`src/rtl/vdo_pkg.sv`:
```
// Shared definitions for the video test-pattern source.
//   - frame-format and pattern-select encodings
//   - active geometry (beats per line, lines per frame) for each format
//   - bar colour table, index 0 = leftmost bar
//   - counter widths used by the generator and the pixel formatter
package vdo_pkg;

    typedef enum logic [1:0] {
        NOVIDEO   = 2'd0,
        P60AT1080 = 2'd1,
        P30AT4K   = 2'd2,
        P60AT4K   = 2'd3
    } frame_fmt_e;

    typedef enum logic [1:0] {
        PAT_BARS    = 2'd0,
        PAT_RAMP    = 2'd1,
        PAT_GREY    = 2'd2,
        PAT_CHECKER = 2'd3
    } pattern_e;

    // Two pixels per beat, so a 1920-pixel line is 960 beats.
    localparam int BPL_1080 = 960;
    localparam int LPF_1080 = 1080;
    localparam int BPL_4K   = 1920;
    localparam int LPF_4K   = 2160;

    localparam int BEAT_W = 11;          // holds 0..1919
    localparam int LINE_W = 12;          // holds 0..2159
    localparam int PIX_W  = BEAT_W + 1;  // pixel index = {beat, pixel-in-beat}

    // {R,G,B}; element 0 is white (leftmost), element 7 black (rightmost).
    localparam logic [7:0][23:0] BAR_COLOURS = {
        24'h000000,   // 7 black
        24'h0000FF,   // 6 blue
        24'hFF0000,   // 5 red
        24'hFF00FF,   // 4 magenta
        24'h00FF00,   // 3 green
        24'h00FFFF,   // 2 cyan
        24'hFFFF00,   // 1 yellow
        24'hFFFFFF    // 0 white
    };

endpackage

```
`src/rtl/vdo_pattern_pixel.sv`:
```
// Combinational pixel-pair formatter.
// Turns the coordinates of one beat into its 48-bit tdata word
// {pixel 2x+1, pixel 2x}, each pixel packed as {R,G,B}.
//   pattern_i  pattern latched at frame start
//   beat_i     beat index within the line (pixel index = 2*beat + 0/1)
//   line_i     line index within the frame
//   bar_i      colour-bar index supplied by the generator's bar counter
//   grey_i     grey level for the flat pattern (frame count at frame start)
//   tdata_o    formatted beat
module vdo_pattern_pixel
    import vdo_pkg::*;
(
    input  pattern_e          pattern_i,
    input  logic [BEAT_W-1:0] beat_i,
    input  logic [LINE_W-1:0] line_i,
    input  logic [2:0]        bar_i,
    input  logic [7:0]        grey_i,
    output logic [47:0]       tdata_o
);

    logic [PIX_W-1:0] x0;
    logic [PIX_W-1:0] x1;
    logic [23:0]      p0;
    logic [23:0]      p1;
    logic             unused_bits;

    assign x0 = {beat_i, 1'b0};
    assign x1 = {beat_i, 1'b1};

    always_comb begin
        p0 = '0;
        p1 = '0;
        case (pattern_i)
            PAT_BARS: begin
                // Bars are an even number of pixels wide, so both pixels
                // of a beat always fall in the same bar.
                p0 = BAR_COLOURS[bar_i];
                p1 = BAR_COLOURS[bar_i];
            end
            PAT_RAMP: begin
                p0 = {3{x0[7:0]}};
                p1 = {3{x1[7:0]}};
            end
            PAT_GREY: begin
                p0 = {3{grey_i}};
                p1 = {3{grey_i}};
            end
            PAT_CHECKER: begin
                p0 = (x0[6] ^ line_i[6]) ? 24'hFFFFFF : 24'h000000;
                p1 = (x1[6] ^ line_i[6]) ? 24'hFFFFFF : 24'h000000;
            end
            default: begin
                p0 = '0;
                p1 = '0;
            end
        endcase
    end

    assign tdata_o = {p1, p0};

    // Only the low pixel-index byte and line bit 6 shape any pattern.
    assign unused_bits = ^{x0[PIX_W-1:8], x1[PIX_W-1:8],
                           line_i[LINE_W-1:7], line_i[5:0]};

endmodule

```
`src/rtl/vdo_pattern_gen.sv`:
```
// AXI4-Stream test-frame source, two pixels per beat.
// A free-running period counter (only while enabled) paces frame starts;
// the FSM emits one frame per accepted tick with SOF on tuser and EOL on
// tlast, inserting H_BLANK idle cycles after every line.
// Ports:
//   aclk, rst                 stream clock, async active-high reset
//   enable                    generate frames while high
//   frameFormat, patternSel   requested format / pattern, latched at SOF
//   m_axis_video_*            master stream (tdata/tvalid/tready/tuser/tlast)
//   frameCnt                  completed frames, wraps
//   busy                      frame in progress
//   overrun                   sticky: a frame tick arrived mid-frame
//
// state  | meaning
// -------+-----------------------------------------------------------
// IDLE   | disabled, no output
// ARM    | enabled, waiting for the next period tick
// LINE   | presenting beats of the current line
// HBLANK | idle gap after a line's last beat
module vdo_pattern_gen
    import vdo_pkg::*;
#(
    parameter int FRAME_CLKS = 4_950_000,
    parameter int H_BLANK    = 16,
    parameter int BEATS_1080 = BPL_1080,
    parameter int LINES_1080 = LPF_1080,
    parameter int BEATS_4K   = BPL_4K,
    parameter int LINES_4K   = LPF_4K
)(
    input  logic        aclk,
    input  logic        rst,
    input  logic        enable,
    input  logic [1:0]  frameFormat,
    input  logic [1:0]  patternSel,
    output logic [47:0] m_axis_video_tdata,
    output logic        m_axis_video_tvalid,
    input  logic        m_axis_video_tready,
    output logic        m_axis_video_tuser,
    output logic        m_axis_video_tlast,
    output logic [7:0]  frameCnt,
    output logic        busy,
    output logic        overrun
);

    typedef enum logic [1:0] {
        S_IDLE   = 2'd0,
        S_ARM    = 2'd1,
        S_LINE   = 2'd2,
        S_HBLANK = 2'd3
    } state_e;

    localparam logic [23:0]       PER_LAST_60    = 24'(FRAME_CLKS - 1);
    localparam logic [23:0]       PER_LAST_30    = 24'(2 * FRAME_CLKS - 1);
    localparam logic [BEAT_W-1:0] LAST_BEAT_1080 = BEAT_W'(BEATS_1080 - 1);
    localparam logic [BEAT_W-1:0] LAST_BEAT_4K   = BEAT_W'(BEATS_4K - 1);
    localparam logic [LINE_W-1:0] LAST_LINE_1080 = LINE_W'(LINES_1080 - 1);
    localparam logic [LINE_W-1:0] LAST_LINE_4K   = LINE_W'(LINES_4K - 1);
    // Each of the 8 bars spans beats/8 beats; reload value of the bar down-counter.
    localparam logic [BEAT_W-1:0] BAR_LAST_1080  = BEAT_W'(BEATS_1080 / 8 - 1);
    localparam logic [BEAT_W-1:0] BAR_LAST_4K    = BEAT_W'(BEATS_4K / 8 - 1);
    localparam logic [15:0]       BLANK_LAST     = 16'(H_BLANK - 1);

    function automatic logic [BEAT_W-1:0] last_beat_of(input frame_fmt_e f);
        return (f == P60AT1080) ? LAST_BEAT_1080 : LAST_BEAT_4K;
    endfunction

    function automatic logic [LINE_W-1:0] last_line_of(input frame_fmt_e f);
        return (f == P60AT1080) ? LAST_LINE_1080 : LAST_LINE_4K;
    endfunction

    function automatic logic [BEAT_W-1:0] bar_last_of(input frame_fmt_e f);
        return (f == P60AT1080) ? BAR_LAST_1080 : BAR_LAST_4K;
    endfunction

    state_e            state_q,    state_d;
    logic [23:0]       per_q,      per_d;
    frame_fmt_e        fmt_q,      fmt_d;
    pattern_e          pat_q,      pat_d;
    logic [7:0]        grey_q,     grey_d;
    logic [BEAT_W-1:0] beat_q,     beat_d;
    logic [LINE_W-1:0] line_q,     line_d;
    logic [2:0]        bar_q,      bar_d;
    logic [BEAT_W-1:0] barcnt_q,   barcnt_d;
    logic [15:0]       blank_q,    blank_d;
    logic [47:0]       tdata_q,    tdata_d;
    logic              tvalid_q,   tvalid_d;
    logic              tuser_q,    tuser_d;
    logic              tlast_q,    tlast_d;
    logic [7:0]        framecnt_q, framecnt_d;
    logic              busy_q,     busy_d;
    logic              overrun_q,  overrun_d;
    logic              enable_q;

    frame_fmt_e  fmt_live;
    logic [23:0] per_last;
    logic        tick;
    logic        xfer;
    logic        load_beat;
    logic [47:0] pix;

    // Tick spacing follows the live format input, not the latched one.
    assign fmt_live = frame_fmt_e'(frameFormat);
    assign per_last = (fmt_live == P30AT4K) ? PER_LAST_30 : PER_LAST_60;
    // >= so a format change that shortens the period cannot skip past the limit.
    assign tick     = enable && (per_q >= per_last);
    assign per_d    = (!enable || tick) ? 24'd0 : per_q + 24'd1;

    assign xfer = tvalid_q && m_axis_video_tready;

    always_comb begin
        state_d    = state_q;
        fmt_d      = fmt_q;
        pat_d      = pat_q;
        grey_d     = grey_q;
        beat_d     = beat_q;
        line_d     = line_q;
        bar_d      = bar_q;
        barcnt_d   = barcnt_q;
        blank_d    = blank_q;
        tvalid_d   = tvalid_q;
        tuser_d    = tuser_q;
        tlast_d    = tlast_q;
        framecnt_d = framecnt_q;
        busy_d     = busy_q;
        overrun_d  = overrun_q;
        load_beat  = 1'b0;

        if (enable_q && !enable) begin
            overrun_d = 1'b0;
        end
        if (tick && (state_q == S_LINE || state_q == S_HBLANK)) begin
            overrun_d = 1'b1;
        end

        case (state_q)
            S_IDLE: begin
                if (enable) begin
                    state_d = S_ARM;
                end
            end

            S_ARM: begin
                if (!enable) begin
                    state_d = S_IDLE;
                end else if (tick && fmt_live != NOVIDEO) begin
                    state_d   = S_LINE;
                    fmt_d     = fmt_live;
                    pat_d     = pattern_e'(patternSel);
                    grey_d    = framecnt_q;
                    beat_d    = '0;
                    line_d    = '0;
                    bar_d     = '0;
                    barcnt_d  = bar_last_of(fmt_live);
                    tvalid_d  = 1'b1;
                    tuser_d   = 1'b1;
                    tlast_d   = (last_beat_of(fmt_live) == '0);
                    busy_d    = 1'b1;
                    load_beat = 1'b1;
                end
            end

            S_LINE: begin
                if (xfer) begin
                    tuser_d = 1'b0;
                    if (tlast_q) begin
                        tvalid_d = 1'b0;
                        tlast_d  = 1'b0;
                        if (line_q == last_line_of(fmt_q)) begin
                            // ARM drops to IDLE next cycle if enable went low mid-frame.
                            state_d    = S_ARM;
                            framecnt_d = framecnt_q + 8'd1;
                            busy_d     = 1'b0;
                        end else begin
                            state_d = S_HBLANK;
                            line_d  = line_q + 1'b1;
                            blank_d = BLANK_LAST;
                        end
                    end else begin
                        beat_d = beat_q + 1'b1;
                        if (barcnt_q == '0) begin
                            bar_d    = bar_q + 3'd1;
                            barcnt_d = bar_last_of(fmt_q);
                        end else begin
                            barcnt_d = barcnt_q - 1'b1;
                        end
                        tlast_d   = (beat_d == last_beat_of(fmt_q));
                        load_beat = 1'b1;
                    end
                end
            end

            S_HBLANK: begin
                if (blank_q == '0) begin
                    state_d   = S_LINE;
                    beat_d    = '0;
                    bar_d     = '0;
                    barcnt_d  = bar_last_of(fmt_q);
                    tvalid_d  = 1'b1;
                    tlast_d   = (last_beat_of(fmt_q) == '0);
                    load_beat = 1'b1;
                end else begin
                    blank_d = blank_q - 16'd1;
                end
            end

            default: begin
                state_d = S_IDLE;
            end
        endcase
    end

    // Formatter sees next-state coordinates so the registered beat matches them.
    vdo_pattern_pixel u_pixel (
        .pattern_i (pat_d),
        .beat_i    (beat_d),
        .line_i    (line_d),
        .bar_i     (bar_d),
        .grey_i    (grey_d),
        .tdata_o   (pix)
    );

    assign tdata_d = load_beat ? pix : tdata_q;

    always_ff @(posedge aclk or posedge rst) begin
        if (rst) begin
            state_q    <= S_IDLE;
            per_q      <= '0;
            fmt_q      <= NOVIDEO;
            pat_q      <= PAT_BARS;
            grey_q     <= '0;
            beat_q     <= '0;
            line_q     <= '0;
            bar_q      <= '0;
            barcnt_q   <= '0;
            blank_q    <= '0;
            tdata_q    <= '0;
            tvalid_q   <= 1'b0;
            tuser_q    <= 1'b0;
            tlast_q    <= 1'b0;
            framecnt_q <= '0;
            busy_q     <= 1'b0;
            overrun_q  <= 1'b0;
            enable_q   <= 1'b0;
        end else begin
            state_q    <= state_d;
            per_q      <= per_d;
            fmt_q      <= fmt_d;
            pat_q      <= pat_d;
            grey_q     <= grey_d;
            beat_q     <= beat_d;
            line_q     <= line_d;
            bar_q      <= bar_d;
            barcnt_q   <= barcnt_d;
            blank_q    <= blank_d;
            tdata_q    <= tdata_d;
            tvalid_q   <= tvalid_d;
            tuser_q    <= tuser_d;
            tlast_q    <= tlast_d;
            framecnt_q <= framecnt_d;
            busy_q     <= busy_d;
            overrun_q  <= overrun_d;
            enable_q   <= enable;
        end
    end

    assign m_axis_video_tdata  = tdata_q;
    assign m_axis_video_tvalid = tvalid_q;
    assign m_axis_video_tuser  = tuser_q;
    assign m_axis_video_tlast  = tlast_q;
    assign frameCnt            = framecnt_q;
    assign busy                = busy_q;
    assign overrun             = overrun_q;

endmodule

```
`config.mk`:
```
export PLATFORM = sky130hd
export DESIGN_NAME = vdo_pattern_gen
export DESIGN_NICKNAME = d
export VERILOG_FILES = /design/src/rtl/vdo_pkg.sv /design/src/rtl/vdo_pattern_pixel.sv /design/src/rtl/vdo_pattern_gen.sv
export SDC_FILE = /design/constraint.sdc
export NUM_CORES = 1
export LEC_CHECK = 0
export CAP_MARGIN = 40
export CORE_ASPECT_RATIO = 1.5
export CORE_UTILIZATION = 62
export CTS_CLUSTER_SIZE = 10
export DETAILED_ROUTE_END_ITERATION = 6
export GPL_TIMING_DRIVEN = 0
export PLACE_DENSITY = 0.86
export REMOVE_ABC_BUFFERS = 1
export SYNTH_ARGS = -nofsm -noshare
export SYNTH_HDL_FRONTEND = slang
export SYNTH_SLANG_ARGS = --single-unit
```
`constraint.sdc`:
```
create_clock -name aclk -period 11.6 [get_ports aclk]
set_input_delay 1.16 -clock aclk [delete_from_list [all_inputs] [get_ports aclk]]
set_output_delay 1.16 -clock aclk [all_outputs]
set_load 0.01 [all_outputs]
```
==> flow_summary.toml <==
[run_status]
status = "complete, no violations"

[synth]
yosys-mux-area-fraction = 0.0140
synth-seq-area-share = 0.456
synth_compound_gate_area_share = 0.146
async_reset_ff_frac = 1.00
syn_area_sq_um = 7250
synth_xor_area_frac = 0.0675
synth_ff_type = "dfrtp_1"
synth_edf_count = 0
syn-mean-instance-area_sq_um = 9.08
yosys_warnings = 0
synth_top_family_by_area = "simple AND/OR/NAND/NOR gates"
ys_types = 70
synthSimpleGateAreaFrac = 0.230
synthCells = 798
ys_ff_latch = 132
yosys.area_share.adder = 0.0326

[route]
drcViolationCount = 0
vias = 6222
wl_mm = 17.9
wire_per_inst_um = 17.8
drt_iter0_drc = 490
drt_pre_antenna_iters = 5
ant_nets = 0
viasPerCell = 6.20

[pwr]
p_int_mw = 0.836
ir_drop_uv = 112
power.total_mw = 1.13
comb_power_share = 0.078
power_frac_seq = 0.443
netSwitchingFraction = 0.260
pwr-share-clk = 0.479
cellPowerDensity_nw_per_um2 = 132
p_leak_nw = 3.77
power_switching_mw = 0.293

[critical_path]
crit_path_end_kind = "flip-flop"
worstPathArrival_ns = 5.40
path_class = "in -> reg"
r2r-end = "m_axis_video_tdata[42]"
cp.required_ns = 11.88
reg2reg_from = "per_q[11]"
crit_top_cell = "inv_1"
crit_family = "compound AO/OA/AOI/OAI gates"
r2r_setup_slack_ns = 7.95
start_kind = "input pin"
critPathMaxFanout = 20
r2r_cells = 10
worstPathCellList = "clkdlybuf4s50_1 > nor2b_1 > inv_1 > ha_1 > or4_1 > maj3_2 > a31o_1 > a22oi_2 > buf_8 > mux2i_1 > inv_1 > a21oi_1 > a31oi_1"
critical_path_buf_inv_count = 4
slowest_stage = "clkdlybuf4s50_1"
slowest_delay_ns = 0.57

[final_layout]
syn_to_final_growth_pct = 17.7
diodes = 0
drive_gt1_frac = 0.0749
multi_input_area_sq_um = 3560
final_cell_mix = "dfrtp_1, nand2_1, nor2_1"
seqCellArea_sq_um = 3300
mostFrequentLayoutCell = "dfrtp_1"
fillers = 767
instances_no_fill = 1004
final_net_count = 867
post-route-util = 0.743
fin_area_sq_um = 8530

[timing]
setup_viol = 0
slew_headroom = 0.387
rsz0062_at_grt = "no"
setup_ws_ns = 6.48
tightest_slew_ns = 0.920
finalHoldViolCount = 0
finalCriticalPeriod_ns = 5.12
hold_ws_ns = 0.420
slew_viol_final = 0
min_period_over_period = 0.441
max_clock_freq_mhz = 195
final.setup.tns_ns = 0
fin_skew_ns = 0.00667

[clock_network]
htreeDepth = 4
clockRootBuffer = "clkbuf_16"
cts_tree = "built"
post_cts_buffers = 0
post_cts_resized = 0
clk-insertion-delay-late_ns = 0.42
cts_made_buffers = 17
cts_hold_buf = 0
clock_sinks = 132
clk_path_buf_depth = 2
clkTransAtPathRegs_ns = 0.06

[floorplanning]
io_pins = 69
start_util = 0.632
rows = 48
die_area_sq_um = 12100
die_h_um = 134
die_w_um = 90.3
core_sq_um = 11500

[place]
postPlaceCellArea_sq_um = 7930
dp_hpwl_mm = 12.3
routabilityCongestion = 0.861
dp.cells = 972
post-place-ws_ns = 6.09
io_buffers = 68

[global_route]
grt_pass1_wl_mm = 29.7
grt_overflow = 0
grt_max_degree = 93
grt_pass1_vias = 6203
track_usage = 0.309
antenna_found_initial = 0

[flow_run]
drv_cap = 0

[hold_path]
hp-start = "enable_q"
hp-class = "reg -> reg"
hold_path_end = "overrun"
hold_depth = 1
==> final cells by class <==
cell class	count	share of cell area
Clock inverter	15	0.0200
Multi-Input combinational cell	590	0.418
Tap cell	150	0.0220
Clock buffer	17	0.0499
Sequential cell	132	0.387
Timing Repair Buffer	74	0.0908
Inverter	26	0.0120
==> power groups by stage <==
stage	registers, mW	logic (mW)	clock network (mW)
2_1_floorplan	0.504	0.0579	0
4_1_cts	0.500	0.0874	0.543
3_3_place_gp	0.506	0.0789	0
5_1_grt	0.503	0.0985	0.563
3_5_place_dp	0.508	0.0868	0
6_report	0.501	0.0876	0.542
==> sequential cells by signal, summed over array words and instances, names as in the netlist, 2 cells and up <==
signal,flops
m_axis_video_tdata,27
per_q,24
blank_q,16
line_q,12
barcnt_q,11
beat_q,11
frameCnt,8
grey_q,8
bar_q,3
fmt_q,2
pat_q,2
state_q,2
==> worst max path at each step <==
stage	slack, ns	startpoint	end	depth (start not counted)
2_1_floorplan	6.33	frameFormat[1]	m_axis_video_tdata[26]	10
3_3_place_gp	4.63	frameFormat[1]	m_axis_video_tdata[26]	11
3_5_place_dp	6.09	frameFormat[1]	m_axis_video_tdata[45]	13
4_1_cts	6.53	frameFormat[1]	m_axis_video_tdata[45]	13
5_1_grt	6.25	frameFormat[1]	m_axis_video_tdata[45]	13
6_report	6.48	frameFormat[1]	m_axis_video_tdata[42]	13
==> synth_stat cells (5+ instances only) <==
cell	n	area [sq um]
dfrtp_1	132	3300
nand2_1	100	375
nor2_1	94	353
o21ai_0	40	200
a31oi_1	32	200
xnor2_1	32	280
nand3_1	30	150
a21oi_1	28	140
inv_1	26	97.6
and3_1	22	138
buf_4	22	165
xor2_1	22	193
clkbuf_1	20	75.1
ha_1	18	225
nor3_1	16	80.1
nand4_1	14	87.6
or3_1	12	75.1
nand2b_1	9	56.3
nor2b_1	9	56.3
nor4_1	9	56.3
and2_1	7	43.8
o21ai_1	7	35.0
buf_2	5	25.0
mux2_2	5	56.3
==> cells by family (layout without fill, tap and decap cells) <==
family                   Yosys count  after routing
AO/OA/AOI/OAI                    160            160
XOR/XNOR                          55             55
adder cells (fa/ha/maj)           19             19
buffers and inverters             76            132
flip-flops                       132            132
multiplexers                       9              9
AND/OR/NAND/NOR                  347            347
==> worst register-to-register path, cell delays in order (launching register included) <==
cell and delay, ns:
dfrtp_1 0.42, ha_1 0.20, or4_1 0.41, maj3_2 0.34
a31o_1 0.23, a22oi_2 0.47, buf_8 0.25, mux2i_1 0.44
inv_1 0.18, a21oi_1 0.42, a31oi_1 0.16
==> per-layer routing <==
| layer | wire (um) | part of all wire | vias up | GRT usage |
|---|---|---|---|---|
| met3 | 849 | 0.048 | 56 | 0.0573 |
| met2 | 9470 | 0.53 | 220 | 0.545 |
| met1 | 6880 | 0.39 | 3064 | 0.356 |
| met5 | 0 | 0 | - | 0 |
| li1 | - | - | 2882 | - |
| met4 | 662 | 0.037 | 0 | 0.159 |
(Power assumes the default switching activity.)
